--- src/rtl/ham_pkg.sv ---
// Shared Hamming(7,4) definitions used by the serial receive path.
package ham_pkg;

    localparam int HAM74_CW_W   = 7;
    localparam int HAM74_DATA_W = 4;

    typedef logic [HAM74_CW_W-1:0] ham74_cw_t;

endpackage : ham_pkg

--- src/rtl/serial_deserializer.sv ---
// Serial-to-parallel converter: gathers bit_in into WIDTH-bit words with
// selectable bit order and frame restart, then presents each word through a
// one-deep valid/ready holding register with a sticky overrun flag.
module serial_deserializer
    import ham_pkg::*;
#(
    parameter int WIDTH     = HAM74_CW_W,
    parameter bit MSB_FIRST = 1'b1
) (
    input  logic                     clk,
    input  logic                     reset,
    input  logic                     bit_valid,
    input  logic                     bit_in,
    input  logic                     frame_start,
    input  logic                     word_ready,
    input  logic                     clear_overrun,
    output logic [WIDTH-1:0]         word_out,
    output logic                     word_valid,
    output logic                     overrun,
    output logic [$clog2(WIDTH)-1:0] bit_count
);

    localparam int             CW         = $clog2(WIDTH);
    // Position where a freshly received bit enters the shift register.
    localparam int             IN_POS     = MSB_FIRST ? 0 : WIDTH - 1;
    localparam logic [CW-1:0]  LAST_COUNT = CW'(WIDTH - 1);

    logic [WIDTH-1:0] shift_reg, shift_next;
    logic [CW-1:0]    count_reg, count_next;
    logic [WIDTH-1:0] word_reg;
    logic             valid_reg;
    logic             overrun_reg;

    // shifted: partial word with bit_in appended; start_word: bit_in alone
    // as the first bit of a brand-new word.
    logic [WIDTH-1:0] shifted;
    logic [WIDTH-1:0] start_word;
    logic             completing;

    for (genvar gi = 0; gi < WIDTH; gi++) begin : g_shift
        if (gi == IN_POS) begin : g_entry
            assign shifted[gi]    = bit_in;
            assign start_word[gi] = bit_in;
        end else begin : g_move
            if (MSB_FIRST) begin : g_left
                assign shifted[gi] = shift_reg[gi-1];
            end else begin : g_right
                assign shifted[gi] = shift_reg[gi+1];
            end
            assign start_word[gi] = 1'b0;
        end
    end

    // A frame restart never completes a word, even at the last bit position.
    assign completing = bit_valid && !frame_start && (count_reg == LAST_COUNT);

    // Next state of the shift/count datapath.
    always_comb begin
        shift_next = shift_reg;
        count_next = count_reg;
        if (frame_start) begin
            shift_next = bit_valid ? start_word : '0;
            count_next = bit_valid ? CW'(1) : '0;
        end else if (bit_valid) begin
            shift_next = completing ? '0 : shifted;
            count_next = completing ? '0 : count_reg + CW'(1);
        end
    end

    // Shift register and bit counter.
    always_ff @(posedge clk or posedge reset) begin
        if (reset) begin
            shift_reg <= '0;
            count_reg <= '0;
        end else begin
            shift_reg <= shift_next;
            count_reg <= count_next;
        end
    end

    // Output holding register: load on completion if the slot is free or is
    // being emptied this edge, otherwise drop the word and flag overrun.
    always_ff @(posedge clk or posedge reset) begin
        if (reset) begin
            word_reg    <= '0;
            valid_reg   <= 1'b0;
            overrun_reg <= 1'b0;
        end else begin
            if (completing) begin
                if (!valid_reg || word_ready) begin
                    word_reg  <= shifted;
                    valid_reg <= 1'b1;
                end
            end else if (valid_reg && word_ready) begin
                valid_reg <= 1'b0;
            end

            // A drop in the same cycle as a clear leaves the flag set.
            if (completing && valid_reg && !word_ready) begin
                overrun_reg <= 1'b1;
            end else if (clear_overrun) begin
                overrun_reg <= 1'b0;
            end
        end
    end

    assign word_out   = word_reg;
    assign word_valid = valid_reg;
    assign overrun    = overrun_reg;
    assign bit_count  = count_reg;

endmodule : serial_deserializer

--- config.mk ---
export PLATFORM = sky130hd
export DESIGN_NAME = serial_deserializer
export DESIGN_NICKNAME = d
export VERILOG_FILES = /design/src/rtl/ham_pkg.sv /design/src/rtl/serial_deserializer.sv
export SDC_FILE = /design/constraint.sdc
export NUM_CORES = 1
export LEC_CHECK = 0
export ABC_AREA = 1
export CORE_MARGIN = 1.5
export CORE_UTILIZATION = 40
export CTS_BUF_LIST = sky130_fd_sc_hd__clkbuf_8
export CTS_CLUSTER_SIZE = 12
export DETAILED_ROUTE_END_ITERATION = 8
export GPL_ROUTABILITY_DRIVEN = 0
export HOLD_SLACK_MARGIN = 0.12
export PLACE_DENSITY = 0.67
export REMOVE_ABC_BUFFERS = 1
export SYNTH_ARGS = -nofsm -noshare
export SYNTH_HDL_FRONTEND = slang
export SYNTH_SLANG_ARGS = --single-unit
export TNS_END_PERCENT = 1
--- constraint.sdc ---
create_clock -name clk -period 1.5 [get_ports clk]
set_input_delay 0.225 -clock clk [delete_from_list [all_inputs] [get_ports clk]]
set_output_delay 0.225 -clock clk [all_outputs]
set_load 0.02 [all_outputs]
==> flow_summary_export.csv, run 1 <==
group,metric,value,unit
outcome,run_status,"finished clean",
timing,post-route-min-period,1441,ps
grt,grt_max_degree,19,
die,dieHeight,47.11,um
timing,grt_setup_unrepaired,"no",
clock_tree,cts.htree.levels,1,
clock_tree,cts_inserted_buffers,3,
timing,report.final.hold_viol_count,0,
pwr,p_leak,0.6003,nW
routing,post_route_ant_nets,0,
grt,antenna_violations_before_repair,0,
synth,syn-instance-count,89,
worst_setup_path,critical_path.max_stage_delay,600,ps
timing,fmaxAchievable,693.8,MHz
routing,total_via_count_after_detailed_routing,623,
placed_design,port_buffers,18,
worst_setup_path,worst-path-max-fanout,2,
layout,antenna_cells,0,
grt,grt_first_pass_wirelength,2580,um
worst_setup_path,required,1270,ps
clock_tree,post-cts-setup-buffer-count,0,
pwr,cellPowerDensity,932.4,mW/mm2
clock_tree,cts-root-to-sink-buffers,2,
layout,num-nets-final,124,
worst_setup_path,cp_top_family,"buffers and inverters",
worst_setup_path,cell_count_of_the_worst_reg_to_reg_path,7,
routing,drt_iter0_drc,9,
worst_setup_path,crit-reg2reg-capture,"word_out[4]$_DFFE_PP0P_",
timing,timing_max_transition_violations_final,0,
layout,largest_register_ff_count,7,
routing,routed_wire_length_per_instance,10.17,um
timing,fin_crit_sh,96.09,%
worst_setup_path,worstReg2RegStart,"bit_count[0]$_DFFE_PP0P_",
layout,fill_cells,155,
worst_setup_path,type_of_destination_of_the_critical_path,"primary output",
worst_setup_path,worstPathCellList,"clkdlybuf4s50_1",
clock_tree,tritoncts,"done",
clock_tree,cts.reportedPaths.clkPinSlew,70,ps
synth,synth_seq_cells,18,
die,initial_utilization,43.65,%
placed_design,pre_cts_slack,138.5,ps
hold_path,type_of_the_most_critical_hold_path,"primary input to async pin",
worst_setup_path,crit_slowest_cell,"clkdlybuf4s50_1",
worst_setup_path,cp_num_buf_inv,1,
routing,detailedRoute.firstPassIterationCount,3,
layout,syn2layout_area_growth,36.98,%
worst_setup_path,cp-start-kind,"flip-flop",
grt,grt_util_all_layers,17.40,%
die,die_area,0.002219,mm2
die,core_area,0.001783,mm2
layout,commonest_non_fill_non_tap_cell_in_the_layout,"nand2_1",
routing,drt_wl_total,1413,um
grt,global_route.overflow_total,0,
synth,postSynthAreaPerCell,8.744,um2
clock_tree,cts.sink_count,18,
clock_tree,clock_tree.root_cell,"clkbuf_8",
worst_setup_path,r2r_slack,260,ps
grt,grt_pass1_vias,585,
synth,synth.cell_area,778.2,um2
layout,highest_count_cells_in_the_layout_ignoring_fill_and_taps,"nand2_1, dfrtp_1, clkdlybuf4s50_1, nand3_1, inv_1",
worst_setup_path,timing.critical_path.from,"word_out[5]$_DFFE_PP0P_",
placed_design,number_of_cells_in_the_design_after_placement,135,
timing,fin_tns_setup,0,ps
layout,finish.instance_area,0.001066,mm2
layout,drive_above_1_share,11.40,%
worst_setup_path,worst_ep_arrival_time,1220,ps
timing,slew_headroom,84.53,%
pwr,irDropWorstVdd,0.0005856,V
worst_setup_path,critical_path_cell_count,1,
synth,yosys_warnings,0,
layout,instances_no_fill,139,
worst_setup_path,endpoint_of_the_worst_setup_timing_path,"word_out[5]",
timing,final_critical_path_setup_slack,58.61,ps
worst_setup_path,critPathKind,"flip-flop to primary output",
timing,setup_viol_count_final,0,
die,die_width,47.11,um
routing,via_per_inst,4.482,
timing,timing.hold.ws,277.6,ps
clock_tree,cts_hold_buf,0,
synth,ys_types,13,
placed_design,place_area,0.001012,mm2
timing,slew_of_the_pin_with_the_lowest_slew_margin,231.6,ps
synth,seq_area_frac_synth,57.88,%
run,drv.max_cap_violation_count,0,
placed_design,place_hpwl,1062,um
clock_tree,clock_insertion_delay_worst_skew,250,ps
die,std_cell_rows,15,
die,io_pins,19,
timing,clock_skew,3.110,ps
routing,drc,0,
==> per-layer routing <==
layer	track usage [%]	share of wire, %
met2	27.12	45
met3	3.462	3.6
met1	21.81	48
met5	0	0
met4	11.67	3.5
==> synth_stat cells <==
cell / count / area (um2)
inv_2: 2 / 7.510
o21ai_1: 1 / 5.000
inv_1: 7 / 26.28
ha_1: 2 / 25.02
nand3_2: 1 / 10.01
nor2_1: 1 / 3.750
nor2_4: 2 / 22.52
xor2_1: 1 / 8.760
nand2_1: 42 / 157.7
nand2_2: 1 / 6.260
dfrtp_1: 18 / 450.4
nand3_1: 8 / 40.04
o21ai_0: 3 / 15.01
==> report_power, final <==
| group | internal (W) | total, W | switching, W |
|---|---|---|---|
| clock | 0.000233 | 0.000388 | 0.000155 |
| sequential | 0.000499 | 0.000512 | 0.0000128 |
| combinational | 0.0000410 | 0.0000937 | 0.0000527 |
| total | 0.000773 | 0.000994 | 0.000221 |
==> worst min path at each step <==
stage	end	slack, ps	depth (start not counted)
finish	overrun$_DFFE_PP0P_	280	3
global route	word_valid$_DFFE_PP0P_	310	3
CTS	word_valid$_DFFE_PP0P_	280	3
detailed placement	word_out[6]$_DFFE_PP0P_	460	2
global placement	word_out[3]$_DFFE_PP0P_	460	2
floorplan	bit_count[0]$_DFFE_PP0P_	160	1
==> logic make-up after synthesis <==
kind of cell / after synthesis / share of synthesized area [%]
AOI/OAI and AO/OA: 4 / 2.571
DFF: 18 / 57.88
buffers and inverters: 9 / 4.342
and+or+nand+nor: 55 / 30.87
adders and majority gates: 2 / 3.215
xor gates and xnor gates: 1 / 1.126
==> area by class of cell <==
class	instances	area (um2)	area share (%)
sequential	18	450.4	42.25
multi-input combinational	62	294.0	27.58
timing repair buffer	21	201.4	18.90
clock buffer	4	55.05	5.164
inverter	9	33.78	3.169
tap	25	31.28	2.934
==> metrics by stage <==
step	utilization (%)	total power, W
after floorplan	-	0.0005690
final	59.79	0.0009940
after detailed placement	56.77	0.0006219
after global routing	59.79	0.001046
after CTS	59.65	0.001011
after global placement	56.77	0.0006200
==> timing repair <==
item                                    CTS  global route
endpoints found under the setup margin    3             1
cloned                                    0             0
gates resized for setup                   3             1
==> worst min-delay path: stages <==
cell and delay [ps]:
clkdlybuf4s50_1 390, inv_1 50, buf_4 240
(Power assumes the default switching activity.)
==> inputs of run 2 (changes only) <==
--- a/config.mk
+++ b/config.mk
@@ -9,11 +9,10 @@
 export CORE_MARGIN = 1.5
 export CORE_UTILIZATION = 40
 export CTS_BUF_LIST = sky130_fd_sc_hd__clkbuf_8
-export CTS_CLUSTER_SIZE = 12
 export DETAILED_ROUTE_END_ITERATION = 8
 export GPL_ROUTABILITY_DRIVEN = 0
 export HOLD_SLACK_MARGIN = 0.12
-export PLACE_DENSITY = 0.67
+export PLACE_DENSITY = 0.66
 export REMOVE_ABC_BUFFERS = 1
 export SYNTH_ARGS = -nofsm -noshare
 export SYNTH_HDL_FRONTEND = slang
==> run 2 against run 1 <==
Against the previous run: critical endpoint unchanged; sequential cell count unchanged; clock power about the same; hold slack better by 5.9 ps; die area unchanged; non-clock buffer count down 1; clock skew down 2.6 ps; combinational power about the same; maximum frequency up 0.44%; register-to-register slack about the same.
==> flow_summary_export.csv, run 2 (same netlist as run 1, synthesis figures left out) <==
group,metric,value,unit
outcome,run_status,"finished clean",
worst_setup_path,critPathKind,"flip-flop to primary output",
clock_tree,clock_insertion_delay_worst_skew,250,ps
worst_setup_path,worstPathCellList,"clkdlybuf4s50_1",
clock_tree,cts.repair.resized,2,
routing,routed_wire_length_per_instance,10.10,um
clock_tree,clock_tree.root_cell,"clkbuf_8",
die,io_pins,19,
grt,grt_pass1_vias,523,
timing,fmaxAchievable,696.8,MHz
routing,total_via_count_after_detailed_routing,628,
worst_setup_path,r2r_slack,260,ps
pwr,intPower,0.0007731,W
worst_setup_path,cp_num_buf_inv,1,
pwr,seq_power_share,51.4,%
worst_setup_path,crit_slowest_cell,"clkdlybuf4s50_1",
clock_tree,post-cts-setup-buffer-count,0,
clock_tree,tritoncts,"done",
timing,grt_setup_unrepaired,"no",
die,std_cell_rows,15,
routing,via_per_inst,4.551,
layout,drive_above_1_share,10.62,%
grt,antenna_violations_before_repair,0,
timing,timing_max_transition_violations_final,0,
timing,post-route-min-period,1435,ps
placed_design,place_hpwl,1053,um
pwr,power.switching_fraction,22.26,%
pwr,cellPowerDensity,938.4,mW/mm2
routing,detailedRoute.firstPassIterationCount,4,
timing,fin_crit_sh,95.68,%
grt,global_route.overflow_total,0,
worst_setup_path,cp_top_family,"buffers and inverters",
die,initial_utilization,43.65,%
clock_tree,cts-root-to-sink-buffers,2,
pwr,power_frac_comb,9.4,%
routing,drt_wl_total,1394,um
die,die_area,0.002219,mm2
layout,num-nets-final,123,
layout,finish.instance_area,0.001060,mm2
pwr,irDropWorstVdd,0.0005767,V
die,die_width,47.11,um
timing,slew_of_the_pin_with_the_lowest_slew_margin,468.8,ps
routing,drc,0,
timing,final_critical_path_setup_slack,64.87,ps
timing,setup_viol_count_final,0,
timing,fin_tns_setup,0,ps
worst_setup_path,crit-reg2reg-capture,"word_out[4]$_DFFE_PP0P_",
die,dieHeight,47.11,um
clock_tree,cts_inserted_buffers,3,
timing,timing.hold.ws,283.5,ps
die,core_area,0.001783,mm2
grt,grt_first_pass_wirelength,2352,um
layout,commonest_non_fill_non_tap_cell_in_the_layout,"nand2_1",
layout,largest_register_ff_count,7,
layout,highest_count_cells_in_the_layout_ignoring_fill_and_taps,"nand2_1, dfrtp_1, clkdlybuf4s50_1, nand3_1, inv_1",
layout,syn2layout_area_growth,36.17,%
run,drv.max_cap_violation_count,0,
pwr,switchingPower,0.0002214,W
grt,grt_util_all_layers,15.79,%
worst_setup_path,cp-start-kind,"flip-flop",
clock_tree,cts.reportedPaths.clkPinSlew,70,ps
pwr,p_leak,0.5838,nW
clock_tree,cts_hold_buf,0,
routing,drt_iter0_drc,12,
worst_setup_path,cell_count_of_the_worst_reg_to_reg_path,7,
routing,post_route_ant_nets,0,
timing,report.final.hold_viol_count,0,
worst_setup_path,worst-path-max-fanout,2,
worst_setup_path,type_of_destination_of_the_critical_path,"primary output",
worst_setup_path,critical_path.max_stage_delay,610,ps
worst_setup_path,worstReg2RegStart,"bit_count[0]$_DFFE_PP0P_",
timing,slew_headroom,68.63,%
layout,antenna_cells,0,
clock_tree,cts.sink_count,18,
placed_design,place_area,0.001005,mm2
worst_setup_path,required,1270,ps
timing,clock_skew,0.4795,ps
pwr,clockPowerShare,39.2,%
placed_design,port_buffers,18,
placed_design,pre_cts_slack,83.95,ps
hold_path,type_of_the_most_critical_hold_path,"primary input to async pin",
clock_tree,cts.htree.levels,1,
worst_setup_path,worst_ep_arrival_time,1210,ps
grt,grt_max_degree,19,
[run 2: cell types whose count changed in the layout (fill, tap and decap cells not counted)]
| cell | before | now |
|---|---|---|
| buf_4 | 3 | 2 |
| dlygate4sd2_1 | 3 | 2 |
| clkdlybuf4s50_1 | 14 | 15 |
[run 2: metal layers]
layer	track usage [%]	part of all wire [%]
met1	20.78	48
met2	23.56	45
met3	3.462	3.4
met4	10.00	3.2
met5	0	0
[run 2: area by class of cell]
class,instances,area (um2)
Fill cell,171,723.2
Sequential cell,18,450.4
Inverter,9,33.78
Tap cell,25,31.28
Timing Repair Buffer,20,195.2
Clock buffer,4,55.05
Multi-Input combinational cell,62,294.0
[run 2: how the worst max path moves through the flow]
stage,cells past startpoint,endpoint,slack [ps],start
global route,1,word_out[3],20,word_out[3]$_DFFE_PP0P_
finish,1,word_out[5],60,word_out[5]$_DFFE_PP0P_
global placement,6,word_out[4]$_DFFE_PP0P_,130,bit_valid
floorplan,7,word_out[0]$_DFFE_PP0P_,260,bit_count[0]$_DFFE_PP0P_
CTS,1,bit_count[0],7,bit_count[0]$_DFFE_PP0P_
detailed placement,4,shift_reg[5]$_DFFE_PP0P_,80,frame_start
[run 2: worst min-delay path, cell delays in order]
cell and delay (ps):
clkdlybuf4s50_1 390, inv_1 50, buf_4 240
[run 2: per-stage QoR]
stage	total power, W	utilization, %	instances
2_1_floorplan	0.0005690	-	89
3_3_place_gp	0.0006175	56.35	134
3_5_place_dp	0.0006191	56.35	134
4_1_cts	0.001008	59.30	138
5_1_grt	0.001035	59.44	138
6_report	0.0009945	59.44	138
[run 2: power by group through the flow]
stage | Sequential (W) | Combinational [W] | Clock (W)
2_1_floorplan | 0.000530 | 0.0000389 | 0
3_3_place_gp | 0.000520 | 0.0000976 | 0
3_5_place_dp | 0.000520 | 0.0000990 | 0
4_1_cts | 0.000511 | 0.0000962 | 0.000401
5_1_grt | 0.000513 | 0.000107 | 0.000415
6_report | 0.000511 | 0.0000936 | 0.000390
